--- src/rtl/alu_seq.sv ---
`timescale 1ns/1ps
// alu_seq: sequential ALU with a valid/ready request side and a valid/ready
// result side. Single-cycle functions complete on the accepting edge; MUL
// runs a shift-add loop, one multiplier bit per cycle.
//
// state | meaning
// IDLE  | waiting for a request, in_ready high
// MUL   | shift-add multiply in progress, WIDTH iterations
// DONE  | result and flags valid, held until out_ready
//
// Ports:
//   clk, rst_n            clock, async active-low reset
//   in_valid / in_ready   request handshake
//   op1, op2, func        operands (two's complement) and function code
//   out_valid / out_ready result handshake
//   result, zero, sign, ovf, carry  registered result and flags
//   busy                  high whenever the FSM is not in IDLE
module alu_seq #(
  parameter int WIDTH = 8
) (
  input  logic             clk,
  input  logic             rst_n,
  input  logic             in_valid,
  output logic             in_ready,
  input  logic [WIDTH-1:0] op1,
  input  logic [WIDTH-1:0] op2,
  input  logic [2:0]       func,
  output logic             out_valid,
  input  logic             out_ready,
  output logic [WIDTH-1:0] result,
  output logic             zero,
  output logic             sign,
  output logic             ovf,
  output logic             carry,
  output logic             busy
);

  localparam int CW = $clog2(WIDTH + 1);
  localparam logic [CW-1:0] CNT_LAST = CW'(WIDTH - 1);

  localparam logic [2:0] F_NOP = 3'd0;
  localparam logic [2:0] F_ADD = 3'd1;
  localparam logic [2:0] F_SUB = 3'd2;
  localparam logic [2:0] F_AND = 3'd3;
  localparam logic [2:0] F_OR  = 3'd4;
  localparam logic [2:0] F_XOR = 3'd5;
  localparam logic [2:0] F_MUL = 3'd6;
  localparam logic [2:0] F_SLT = 3'd7;

  typedef enum logic [1:0] {
    IDLE = 2'd0,
    MUL  = 2'd1,
    DONE = 2'd2
  } state_t;

  state_t state_q, state_d;

  logic [2*WIDTH-1:0] op_a_q;   // multiplicand, shifted left each iteration
  logic [WIDTH-1:0]   op_b_q;   // multiplier, shifted right each iteration
  logic [2*WIDTH-1:0] acc_q;
  logic [CW-1:0]      cnt_q;

  logic               accept;
  logic               mul_last;
  logic [2*WIDTH-1:0] acc_step;

  logic [WIDTH:0]     sum_ext;
  logic [WIDTH-1:0]   diff;
  logic [WIDTH-1:0]   alu_res;
  logic               alu_ovf;
  logic               alu_carry;

  assign in_ready  = (state_q == IDLE);
  assign out_valid = (state_q == DONE);
  assign busy      = (state_q != IDLE);
  assign accept    = in_valid && in_ready;
  assign mul_last  = (state_q == MUL) && (cnt_q == CNT_LAST);
  assign acc_step  = acc_q + (op_b_q[0] ? op_a_q : '0);

  // Single-cycle functions evaluate straight from the request inputs so the
  // result can be registered on the accepting edge.
  always_comb begin
    sum_ext   = {1'b0, op1} + {1'b0, op2};
    diff      = op1 - op2;
    alu_res   = '0;
    alu_ovf   = 1'b0;
    alu_carry = 1'b0;
    case (func)
      F_ADD: begin
        alu_res   = sum_ext[WIDTH-1:0];
        alu_carry = sum_ext[WIDTH];
        alu_ovf   = (op1[WIDTH-1] == op2[WIDTH-1]) &&
                    (sum_ext[WIDTH-1] != op1[WIDTH-1]);
      end
      F_SUB: begin
        alu_res   = diff;
        alu_carry = (op1 < op2);
        alu_ovf   = (op1[WIDTH-1] != op2[WIDTH-1]) &&
                    (diff[WIDTH-1] != op1[WIDTH-1]);
      end
      F_AND:   alu_res = op1 & op2;
      F_OR:    alu_res = op1 | op2;
      F_XOR:   alu_res = op1 ^ op2;
      F_SLT:   alu_res = {{(WIDTH-1){1'b0}}, ($signed(op1) < $signed(op2))};
      default: alu_res = '0;
    endcase
  end

  always_ff @(posedge clk or negedge rst_n) begin
    if (!rst_n) begin
      state_q <= IDLE;
    end else begin
      state_q <= state_d;
    end
  end

  always_comb begin
    state_d = state_q;
    case (state_q)
      IDLE: begin
        if (in_valid) begin
          state_d = (func == F_MUL) ? MUL : DONE;
        end
      end
      MUL: begin
        if (cnt_q == CNT_LAST) begin
          state_d = DONE;
        end
      end
      DONE: begin
        if (out_ready) begin
          state_d = IDLE;
        end
      end
      default: state_d = IDLE;
    endcase
  end

  always_ff @(posedge clk or negedge rst_n) begin
    if (!rst_n) begin
      op_a_q <= '0;
      op_b_q <= '0;
      acc_q  <= '0;
      cnt_q  <= '0;
      result <= '0;
      zero   <= 1'b0;
      sign   <= 1'b0;
      ovf    <= 1'b0;
      carry  <= 1'b0;
    end else if (accept) begin
      op_a_q <= {{WIDTH{1'b0}}, op1};
      op_b_q <= op2;
      acc_q  <= '0;
      cnt_q  <= '0;
      if (func != F_MUL) begin
        result <= alu_res;
        zero   <= (alu_res == '0);
        sign   <= alu_res[WIDTH-1];
        ovf    <= alu_ovf;
        carry  <= alu_carry;
      end
    end else if (state_q == MUL) begin
      acc_q  <= acc_step;
      op_a_q <= op_a_q << 1;
      op_b_q <= op_b_q >> 1;
      cnt_q  <= cnt_q + CW'(1);
      // The last iteration's sum is the full product; register it directly.
      if (mul_last) begin
        result <= acc_step[WIDTH-1:0];
        zero   <= (acc_step[WIDTH-1:0] == '0);
        sign   <= acc_step[WIDTH-1];
        ovf    <= |acc_step[2*WIDTH-1:WIDTH];
        carry  <= 1'b0;
      end
    end
  end

endmodule

--- config.mk ---
export PLATFORM = sky130hd
export DESIGN_NAME = alu_seq
export DESIGN_NICKNAME = d
export VERILOG_FILES = /design/src/rtl/alu_seq.sv
export SDC_FILE = /design/constraint.sdc
export NUM_CORES = 1
export LEC_CHECK = 0
export CORE_MARGIN = 1.5
export CORE_UTILIZATION = 64
export DETAILED_ROUTE_END_ITERATION = 6
export PLACE_DENSITY = 0.87
export SYNTH_ARGS = -nofsm -noshare
export SYNTH_HDL_FRONTEND = slang
export SYNTH_SLANG_ARGS = --single-unit
--- constraint.sdc ---
create_clock -name clk -period 4.83 [get_ports clk]
set_clock_uncertainty 0.1 [all_clocks]
set_input_delay 0.966 -clock clk [delete_from_list [all_inputs] [get_ports clk]]
set_output_delay 0.966 -clock clk [all_outputs]
set_load 0.005 [all_outputs]
=== Word-level counts from Yosys, hierarchy flattened ===
Cells that the tools add are included.

* Register bits after elaboration: 58
* Logic and storage cells: 88

* Add/sub/neg operators: 4
* Order comparisons: 2
* Equal/unequal tests: 19
* Multiplexer cells: 37
* Bitwise logic cells: 3
* Reduce and logical (&&, ||, !) cells: 13

{| class="wikitable"
|+ Operators with widths
! operator !! number
|-
| $mux 16 || 5
|-
| $mux 8 || 6
|-
| $pmux 8 s6 || 1
|-
| $add 16x16->16 || 1
|-
| $logic_not 8->1 || 2
|-
| $lt 8x8->1 || 2
|-
| $mux 1 || 16
|-
| $eq 3x3->1 const B || 4
|-
| $add 8x8->9 || 1
|-
| $and 8x8->8 || 1
|-
| $mux 2 || 4
|-
| $mux 4 || 2
|-
| $or 8x8->8 || 1
|-
| $reduce_or 8->1 || 1
|-
| $sub 8x8->8 || 1
|-
| $xor 8x8->8 || 1
|-
| $eq 3x2->1 const B || 2
|-
| $pmux 2 s3 || 1
|-
| $reduce_and 3->1 || 2
|-
| $reduce_bool 2->1 || 3
|-
| $add 4x1->4 const B || 1
|-
| $eq 4x3->1 const B || 1
|-
| $logic_and 1x1->1 || 4
|-
| $ne 2x1->1 const B || 2
|-
| other kinds (9) || 13
|}

=== Longest topological paths before layout ===
Gate-level depths: netlist (run 1).

* Word-level depth: 6
* Depth in mapped cells: 11
* Depth with buffers taken out: 11

=== Worst setup path before layout (run 1) ===
Ideal clock, no wire load.

* Path kind: input -> register
* Start: input op1[0]
* End: register zero
* Library setup time: 0.092 ns
* Arrival time: 2.929 ns
* Setup slack: 1.709 ns
* Stages on the path: 9
* Path buffers: 0
* Cell sequence: ha_1 > fa_1 > a21o_1 > a21oi_1 > o211ai_1 > a31oi_1 > mux2i_1 > a2111o_1 > o31ai_2

* Longest elaborated chain between the ends: 5

{| class="wikitable"
|+ Ends and longest elaborated chain
! element !! RTL line !! source
|-
| start: declaration || 25 || <nowiki>input logic [WIDTH-1:0] op1,</nowiki>
|-
| $sub 8x8->8 (tied with other cells) || 84 || <nowiki>diff = op1 - op2;</nowiki>
|-
| $pmux 8 s6 * || 88 || <nowiki>case (func)</nowiki>
|-
| $logic_not 8->1 * || 157 || <nowiki>zero <= (alu_res == '0);</nowiki>
|-
| $mux 1 * || 155 || <nowiki>if (func != F_MUL) begin</nowiki>
|-
| $mux 1 * || 150 || <nowiki>end else if (accept) begin</nowiki>
|-
| end signal: assignment || 157 ||
|-
| end signal: assignment || 170 || <nowiki>zero <= (acc_step[WIDTH-1:0] == '0);</nowiki>
|-
| end: declaration || 31 || <nowiki>output logic zero,</nowiki>
|}

Every way passes the cells marked *; elsewhere a longest branch is shown, timed or not. The select of a mux whose other input is x is not followed.
A chain may end at the register's enable or synchronous reset.

=== Worst setup path after layout (run 1) ===
* Start: input op2[2]
* End: register zero

* Longest elaborated chain between the ends: 5

{| class="wikitable"
|+ Ends and longest elaborated chain
! element !! RTL line !! source
|-
| start: declaration || 26 || <nowiki>input logic [WIDTH-1:0] op2,</nowiki>
|-
| $sub 8x8->8 (tied with other cells) || 84 ||
|-
| $pmux 8 s6 * || 88 ||
|-
| $logic_not 8->1 * || 157 ||
|-
| $mux 1 * || 155 ||
|-
| $mux 1 * || 150 ||
|}

Marked as above.

==> results of run 1 <==
[stage by stage]
| stage | total power (µW) | setup WS (ns) | area (µm²) | hold slack, ns |
|---|---|---|---|---|
| 2_1_floorplan | 1120 | 1.71 | 4570 | 0.347 |
| 6_report | 1910 | 1.23 | 5190 | 0.381 |
| 5_1_grt | 2020 | 1.05 | 5190 | 0.409 |
| 3_5_place_dp | 1390 | 0.924 | 4970 | 0.365 |
| 4_1_cts | 1910 | 1.27 | 5190 | 0.384 |
| 3_3_place_gp | 1370 | 0.968 | 4970 | 0.360 |
[cell usage after synthesis (2+ instances only)]
cell type | count | area share
nand2_1 | 90 | 0.074
dfrtp_1 | 57 | 0.31
ha_1 | 42 | 0.12
inv_1 | 33 | 0.027
o21ai_0 | 32 | 0.035
a21oi_1 | 28 | 0.031
nor2_1 | 28 | 0.023
nand3_1 | 24 | 0.026
clkbuf_1 | 20 | 0.016
and2_1 | 17 | 0.023
a22oi_1 | 15 | 0.025
o21ai_1 | 14 | 0.015
xnor2_1 | 13 | 0.025
a21o_1 | 11 | 0.018
nor3_1 | 10 | 0.011
a211oi_1 | 6 | 0.0099
nor2b_1 | 6 | 0.0082
o211ai_1 | 6 | 0.0099
o22ai_1 | 6 | 0.0082
a221o_1 | 5 | 0.011
and3_1 | 4 | 0.0055
mux2i_1 | 4 | 0.0088
nand2b_1 | 4 | 0.0055
nand4_1 | 4 | 0.0055
a2111oi_0 | 3 | 0.0058
a31o_1 | 3 | 0.0058
a31oi_1 | 3 | 0.0041
buf_6 | 3 | 0.0074
fa_1 | 3 | 0.013
nand2b_4 | 3 | 0.0090
o21bai_1 | 3 | 0.0049
o221ai_1 | 3 | 0.0058
or3_1 | 3 | 0.0041
xor2_1 | 3 | 0.0058
buf_2 | 2 | 0.0022
nor3_2 | 2 | 0.0044
nor3b_1 | 2 | 0.0033
nor4_1 | 2 | 0.0027
o2111ai_1 | 2 | 0.0038
o32a_1 | 2 | 0.0044
[worst max-delay path by stage]
stage / from / depth (start not counted) / endpoint / slack (ns)
2_1_floorplan: op1[0] / 9 / zero / 1.71
3_3_place_gp: op2[2] / 9 / zero / 0.97
3_5_place_dp: op1[1] / 9 / zero / 0.92
4_1_cts: op1[2] / 9 / zero / 1.27
5_1_grt: op2[0] / 10 / zero / 1.05
6_report: op2[2] / 9 / zero / 1.23
[sequential cells by signal (all words and copies together) (netlist names)]
register  flops
carry         1
op_b_q        8
zero          1
cnt_q         4
acc_q        16
op_a_q       16
result        8
state_q       2
ovf           1
[power groups by stage]
stage	Clock, µW	Sequential [µW]	Combinational (µW)
3_5_place_dp	0	698	688
4_1_cts	522	692	694
5_1_grt	539	711	768
2_1_floorplan	0	671	449
3_3_place_gp	0	694	672
6_report	515	693	702
[cell type report]
type	count	share of cell area
multi-input combinational	432	0.555
sequential	57	0.275
inverter	34	0.0246
tap	96	0.0231
timing repair buffer	43	0.0790
clock inverter	7	0.0198
clock buffer	9	0.0238
[cells by family (layout without fill, tap and decap cells)]
group	count (synthesis)	in the layout	share of synthesized area
adder cells (fa/ha/maj)	45	45	0.128
AND/OR/NAND/NOR	207	207	0.225
buffers and inverters	62	93	0.0581
AO/OA/AOI/OAI	160	160	0.237
flip-flops	57	57	0.312
XOR/XNOR	16	16	0.0307
multiplexers	4	4	0.00877
[placed cells by master, fill, tap and decap left out, types with 6 or more instances in the layout]
cell type,netlist,layout
a211oi_1,6,6
a21o_1,11,11
a21oi_1,28,28
a22oi_1,15,15
and2_1,17,17
buf_4,1,6
clkbuf_8,0,9
clkdlybuf4s50_1,0,36
dfrtp_1,57,57
ha_1,42,42
inv_1,33,33
nand2_1,90,90
nand3_1,24,24
nor2_1,28,28
nor3_1,10,10
o211ai_1,6,6
o21ai_0,32,32
o21ai_1,14,14
o22ai_1,6,6
xnor2_1,13,13
[routing by layer]
layer / up-vias / GRT usage
met4: 0 / 0.121
met3: 31 / 0.0664
li1: 2020 / -
met2: 193 / 0.499
met1: 2005 / 0.468
met5: - / 0
==> results.sh, run 1 <==
export IMPL_hold_start="result[4]"
export IMPL_slew_headroom=0.238
export IMPL_drive_gt1_frac=0.0687
export IMPL_dr_max_layer_used="met4"
export IMPL_r2r_start="op_b_q[0]"
export IMPL_syn_inst=551
export IMPL_cts_sinks=57
export IMPL_dp_hpwl_um=8770
export IMPL_wl_met2_um=5380
export IMPL_numCtsBuffers=9
export IMPL_fin_cells=678
export IMPL_grt_pass1_wl_um=19500
export IMPL_n_antenna_cell=0
export IMPL_r2r_end="ovf"
export IMPL_syn_to_final_growth_pct=13.7
export IMPL_fin_crit_ns=3.60
export IMPL_p_leak_uw=0.00246
export IMPL_drv_cap=0
export IMPL_synthArstFlopShare=1.00
export IMPL_p_comb_frac=0.368
export IMPL_drt_iter0_markers=335
export IMPL_viasPerCell=6.27
export IMPL_endpoint_kind="flip-flop"
export IMPL_status="finished, final reports clean"
export IMPL_fin_crit_sh=0.746
export IMPL_tns_ns=0
export IMPL_yosysUniqueCellTypes=70
export IMPL_final_hold_viol_count=0
export IMPL_hold_path_class="flip-flop to flip-flop"
export IMPL_synth_fp_nets=619
export IMPL_clk_pin_slew_ns=0.08
export IMPL_final_core_util=0.760
export IMPL_die_h_um=87.5
export IMPL_ant_nets=0
export IMPL_drc=0
export IMPL_yosysWarnings=0
export IMPL_grt_pass1_vias=3928
export IMPL_port_buffers=37
export IMPL_cts_setup_buffers=0
export IMPL_synth_avg_cell_area_um2=8.29
export IMPL_vias=4249
export IMPL_num_rows=30
export IMPL_multi_input_area_mm2=0.00288
export IMPL_wirelength_um=11900
export IMPL_htreeDepth=3
export IMPL_met1Wirelength_um=5380
export IMPL_crit_type="input pin to flip-flop"
export IMPL_die_w_um=87.5
export IMPL_die_area_mm2=0.00765
export IMPL_antenna_found_initial=0
export IMPL_cts_tree="yes"
export IMPL_dp_cells=662
export IMPL_gp_congestion=1.00
export IMPL_p_seq_frac=0.363
export IMPL_slew_violations=0
export IMPL_num_io_pins=38
export IMPL_hold_path_depth=1
export IMPL_cts_root_buf="clkbuf_8"
export IMPL_register_area_mm2=0.00143
export IMPL_nNetsFinal=645
export IMPL_core_area_mm2=0.00683
export IMPL_synth_seq_area_share=0.312
export IMPL_swShare=0.374
export IMPL_crit_required_ns=4.99
export IMPL_wl_met3_um=867
export IMPL_wl_per_cell_um=17.6
export IMPL_worst_path_buf_inv=2
export IMPL_yosys_most_used_dff="dfrtp_1"
export IMPL_setup_violations_final=0
export IMPL_grt_max_degree=58
export IMPL_crit_path_max_fanout=8
export IMPL_clkPwrFrac=0.269
export IMPL_hold_buffers=0
export IMPL_worst_pin_slew_ns=1.14
export IMPL_p_int_uw=1200
export IMPL_worstPathArrival_ns=3.77
export IMPL_start_kind="input pin"
export IMPL_synth_edf_count=0
export IMPL_nFillCells=518
export IMPL_r2r_worst_path_cells=10
export IMPL_crit_path_top_delay_cell="clkdlybuf4s50_1"
export IMPL_r2r_slack_ns=1.43
export IMPL_max_freq_mhz=278
export IMPL_cpLargestDelayFamily="compound AO/OA/AOI/OAI gates"
export IMPL_power_density_mw_per_mm2=368
export IMPL_crit_chain="clkdlybuf4s50_1, inv_1, ha_1, nor3_2, a2111oi_2, o221ai_1, a221o_1, a2111o_1, o31ai_2"
export IMPL_ys_ff_latch=57
export IMPL_grt_ovfl_total=0
export IMPL_start_util=0.668
export IMPL_drt_pass1_iter_count=5
export IMPL_switchingPower_uw=714
export IMPL_worstSkewPairLatency_ns=0.35
export IMPL_vdd_ir_drop_max_mv=0.314
export IMPL_whs_endpoint="result[4]"
export IMPL_clockBufferDepth=2
export IMPL_rsz0062_at_grt="no"
export IMPL_critPathMaxStageDelay_ns=0.58
export IMPL_cts_resized=0
export IMPL_syn_area_mm2=0.00457
export IMPL_grt_util_all_layers=0.331
(Power assumes the default switching activity.)
==> run 2: changes to the inputs <==
- CORE_UTILIZATION: 64 -> 59
- PLACE_DENSITY: 0.87 -> 0.81
- clock period: 4.83 -> 3.32 ns (I/O delays scaled with it)
==> run 2 against run 1 <==
Combinational power increased by 60%; core utilization down 1.2 points; first-iteration DRC count shrank 11%; wire length up 3.7%; sequential share of layout area fell by 1.6 points; global-route usage shrank 1.9 points; highest routed layer unchanged; worst hold slack worse by 0.027 ns; non-clock buffer count up 43; register-to-register slack got worse by 1.2 ns; cell count increased by 6.6%; count of clock-buffer cells in the layout rose by 1; design area up 6.2%.
==> results.sh, run 2 (synthesis gave the netlist of run 1 again) <==
export IMPL_p_leak_uw=0.00266
export IMPL_viasPerCell=6.06
export IMPL_die_h_um=91.0
export IMPL_gp_congestion=0.991
export IMPL_grt_pass1_wl_um=20600
export IMPL_final_hold_viol_count=0
export IMPL_setup_violations_final=0
export IMPL_num_rows=31
export IMPL_grt_max_degree=58
export IMPL_wirelength_um=12400
export IMPL_rsz0062_at_grt="no"
export IMPL_layout_commonest_cell="nand2_1"
export IMPL_crit_type="input pin to flip-flop"
export IMPL_reg_top3="acc_q: 16 flops, op_a_q: 16 flops"
export IMPL_start_util=0.620
export IMPL_grt_pass1_vias=4191
export IMPL_nNetsFinal=688
export IMPL_slew_headroom=0.515
export IMPL_r2r_slack_ns=0.24
export IMPL_die_w_um=91.0
export IMPL_r2r_end="ovf"
export IMPL_grt_ovfl_total=0
export IMPL_dp_hpwl_um=9560
export IMPL_die_area_mm2=0.00828
export IMPL_clockBufferDepth=2
export IMPL_numCtsBuffers=9
export IMPL_endpoint_kind="flip-flop"
export IMPL_clk_pin_slew_ns=0.07
export IMPL_drc=0
export IMPL_n_antenna_cell=0
export IMPL_fin_crit_ns=3.15
export IMPL_fin_crit_sh=0.950
export IMPL_r2r_start="op_a_q[0]"
export IMPL_cts_root_buf="clkbuf_8"
export IMPL_power_density_mw_per_mm2=515
export IMPL_worstPathArrival_ns=3.30
export IMPL_start_kind="input pin"
export IMPL_cts_tree="yes"
export IMPL_port_buffers=37
export IMPL_drv_cap=0
export IMPL_cts_sinks=57
export IMPL_grt_util_all_layers=0.312
export IMPL_hold_path_class="input pin to asynchronous set/reset pin"
export IMPL_r2r_worst_path_cells=11
export IMPL_drt_pass1_iter_count=5
export IMPL_vias=4380
export IMPL_crit_path_max_fanout=7
export IMPL_drt_iter0_markers=299
export IMPL_cts_setup_buffers=0
export IMPL_core_area_mm2=0.00737
export IMPL_worst_pin_slew_ns=0.728
export IMPL_htreeDepth=3
export IMPL_drive_gt1_frac=0.133
export IMPL_crit_required_ns=3.47
export IMPL_syn_to_final_growth_pct=20.8
export IMPL_antenna_found_initial=0
export IMPL_holdWs_ns=0.354
export IMPL_stdcell_area_mm2=0.00552
export IMPL_hold_buffers=0
export IMPL_num_io_pins=38
export IMPL_slew_violations=0
export IMPL_vdd_ir_drop_max_mv=0.419
export IMPL_status="finished, final reports clean"
export IMPL_ant_nets=0
export IMPL_finalPower_uw=2840
export IMPL_wl_per_cell_um=17.1
export IMPL_max_freq_mhz=317
export IMPL_placed_area_mm2=0.00529
export IMPL_critPathLaunch="op1[4]"
export IMPL_worstSkewPairLatency_ns=0.34
export IMPL_final_cell_mix="nand2_1, dfrtp_1, buf_4, ha_1, clkdlybuf4s50_1"
-- run 2: per-stage QoR --
step | utilization | setup slack (ns) | std cells | TNS, ns
after detailed placement | 0.718 | -0.164 | 708 | -0.349
final | 0.748 | 0.166 | 723 | 0
after CTS | 0.748 | 0.181 | 723 | 0
after floorplan | - | 0.342 | 551 | 0
after global placement | 0.718 | -0.0991 | 708 | -0.104
after global routing | 0.748 | 0.00948 | 723 | 0
-- run 2: worst max-delay path, stage by stage --
cell	delay, ns
clkdlybuf4s50_1	0.49
inv_1	0.05
ha_1	0.40
nor3_2	0.28
a2111oi_2	0.11
a221o_1	0.36
a221o_1	0.36
a2111o_1	0.41
o31ai_2	0.18
-- run 2: layout make-up --
| class | count | area (µm²) |
|---|---|---|
| Tap cell | 99 | 124 |
| Multi-Input combinational cell | 432 | 2890 |
| Clock buffer | 10 | 138 |
| Sequential cell | 57 | 1430 |
| Fill cell | 567 | 1850 |
| Clock inverter | 5 | 80.1 |
| Inverter | 34 | 128 |
| Timing Repair Buffer | 86 | 733 |
-- run 2: worst max-delay path by stage --
stage	end	slack [ns]	cells past startpoint
2_1_floorplan	ovf	0.34	11
3_3_place_gp	zero	-0.1	9
3_5_place_dp	zero	-0.16	9
4_1_cts	zero	0.18	9
5_1_grt	zero	0.009	9
6_report	zero	0.17	9
-- run 2: per-layer routing --
metal | part of all wire | global-route usage | vias to the layer above | routed length (µm)
li1 | - | - | 2107 | -
met1 | 0.45 | 0.432 | 2102 | 5620
met2 | 0.47 | 0.501 | 152 | 5820
met3 | 0.056 | 0.0427 | 19 | 699
met4 | 0.019 | 0.105 | 0 | 233
met5 | 0 | 0 | - | 0
-- run 2: repair_timing --
item                                    CTS  global route
gates resized for setup                   0             1
endpoints found under the setup margin    0             1
hold endpoints to repair                  0             0
-- run 2: power breakdown --
group / internal [µW] / switching [µW]
clock network: 437 / 290
logic: 506 / 611
registers: 868 / 130
total: 1810 / 1030
==> run 3: changes to the inputs <==
- GPL_TIMING_DRIVEN: not set -> 0
==> run 3 against run 2 <==
Clock power is 5.5% higher; non-clock buffer count is 22 lower; critical path depth is 1 higher; setup slack worse by 0.053 ns; register-to-register slack worse by 0.10 ns; largest cell class unchanged; first-iteration DRC count is 39% higher.
==> results.sh, run 3 (synthesis gave the netlist of run 1 again) <==
export IMPL_status="finished, final reports clean"
export IMPL_die_area_mm2=0.00828
export IMPL_swShare=0.373
export IMPL_grt_max_degree=39
export IMPL_drt_pass1_iter_count=5
export IMPL_port_buffers=36
export IMPL_vias=4442
export IMPL_switchingPower_uw=1070
export IMPL_r2r_slack_ns=0.14
export IMPL_syn_to_final_growth_pct=17.9
export IMPL_p_int_uw=1800
export IMPL_clockBufferDepth=2
export IMPL_crit_path_max_fanout=8
export IMPL_clkPwrFrac=0.267
export IMPL_final_core_util=0.731
export IMPL_num_rows=31
export IMPL_hold_buffers=0
export IMPL_p_leak_uw=0.00257
export IMPL_drv_cap=0
export IMPL_ant_nets=0
export IMPL_hold_path_class="input pin to asynchronous set/reset pin"
export IMPL_numCtsBuffers=9
export IMPL_fin_crit_ns=3.21
export IMPL_gp_congestion=0.904
export IMPL_power_density_mw_per_mm2=534
export IMPL_start_util=0.620
export IMPL_cts_root_buf="clkbuf_8"
export IMPL_r2r_end="ovf"
export IMPL_fin_crit_sh=0.966
export IMPL_nNetsFinal=666
export IMPL_htreeDepth=3
export IMPL_worstSkewPairLatency_ns=0.35
export IMPL_p_seq_frac=0.351
export IMPL_drc=0
export IMPL_wirelength_um=12900
export IMPL_nFillCells=576
export IMPL_final_hold_viol_count=0
export IMPL_num_io_pins=38
export IMPL_cts_sinks=57
export IMPL_reg_top3="acc_q: 16 flops, op_a_q: 16 flops"
export IMPL_p_comb_frac=0.382
export IMPL_dp_hpwl_um=9790
export IMPL_worstPathArrival_ns=3.37
export IMPL_final_cell_mix="nand2_1, dfrtp_1, ha_1, inv_1, o21ai_0"
export IMPL_slew_violations=0
export IMPL_layout_commonest_cell="nand2_1"
export IMPL_r2r_worst_path_cells=9
export IMPL_grt_pass1_vias=4222
export IMPL_clk_pin_slew_ns=0.07
export IMPL_die_h_um=91.0
export IMPL_antenna_found_initial=0
export IMPL_n_antenna_cell=0
export IMPL_die_w_um=91.0
export IMPL_cts_setup_buffers=0
export IMPL_core_area_mm2=0.00737
export IMPL_grt_ovfl_total=0
export IMPL_slew_headroom=0.502
export IMPL_viasPerCell=6.33
export IMPL_wl_per_cell_um=18.4
export IMPL_cts_tree="yes"
export IMPL_setup_violations_final=0
export IMPL_endpoint_kind="flip-flop"
export IMPL_tns_ns=0
export IMPL_max_freq_mhz=312
export IMPL_start_kind="input pin"
export IMPL_worst_pin_slew_ns=0.744
export IMPL_r2r_start="op_b_q[0]"
export IMPL_drive_gt1_frac=0.0796
export IMPL_vdd_ir_drop_max_mv=0.334
export IMPL_crit_type="input pin to flip-flop"
export IMPL_drt_iter0_markers=416
export IMPL_crit_required_ns=3.48
export IMPL_grt_util_all_layers=0.324
export IMPL_grt_pass1_wl_um=21100
-- run 3: cell types whose count changed in the layout (fill, tap and decap cells not counted), moves of 2 or more --
cell             before  now
ha_2                  0    2
buf_2                 1    3
buf_6                 0    3
buf_4                49    1
dlymetal6s2s_1        0    6
clkdlybuf4s50_1      36   28
clkbuf_1              0   19
nor3b_2               2    0
ha_1                 42   40
-- run 3: layout make-up --
class                   count  area [µm²]  area share
clock buffers              11         151      0.0281
well taps                  99         124      0.0230
inverters                  34         128      0.0237
clock inverters             5        77.6      0.0144
repair buffers             37         389      0.0723
flip-flops and latches     57        1430       0.265
plain buffers              27         134      0.0249
multi-input cells         432        2950       0.548
-- run 3: worst max-delay path by stage --
stage                          from    to  slack (ns)  cells after the start
final                        op2[3]  zero        0.11                     10
after global routing         op2[2]  zero       -0.03                     11
after floorplan           op_b_q[0]   ovf        0.34                     11
after detailed placement     op1[1]  zero       -0.50                      9
after CTS                    op1[4]  zero       0.004                      9
after global placement       op1[1]  zero       -0.42                      9
-- run 3: repair_timing --
item                       4_1_cts  5_1_grt
gates resized for setup          5       17
pin swaps                        0        1
setup endpoints to repair        2        6
cloned                           0        0
-- run 3: routing by layer --
layer | track usage | part of all wire | up-vias
met5 | 0 | 0 | -
met4 | 0.0924 | 0.020 | 0
met3 | 0.0712 | 0.084 | 31
met2 | 0.512 | 0.45 | 213
met1 | 0.447 | 0.44 | 2131
li1 | - | - | 2067
-- run 3: worst max-delay path: stages --
cell,delay (ns)
clkdlybuf4s50_1,0.51
inv_1,0.08
ha_1,0.28
buf_6,0.15
nor3_4,0.22
a2111oi_4,0.10
a221o_1,0.36
a221o_1,0.39
a2111o_1,0.42
o31ai_2,0.19
-- run 3: per-stage QoR --
step	hold WS, ns	setup slack (ns)	instance area, µm²	total power, µW	std cells
global route	0.195	-0.0286	5380	3030	702
CTS	0.175	0.00420	5310	2830	702
finish	0.158	0.113	5380	2880	702
global placement	0.359	-0.422	5050	2030	686
floorplan	0.268	0.342	4570	1630	551
detailed placement	0.364	-0.498	5070	2070	687
-- run 3: power by group through the flow --
stage | Clock [µW] | Combinational, µW | Sequential (µW)
2_1_floorplan | 0 | 653 | 976
3_5_place_dp | 0 | 1060 | 1010
5_1_grt | 799 | 1200 | 1030
6_report | 768 | 1100 | 1010
4_1_cts | 766 | 1060 | 1000
3_3_place_gp | 0 | 1030 | 1000
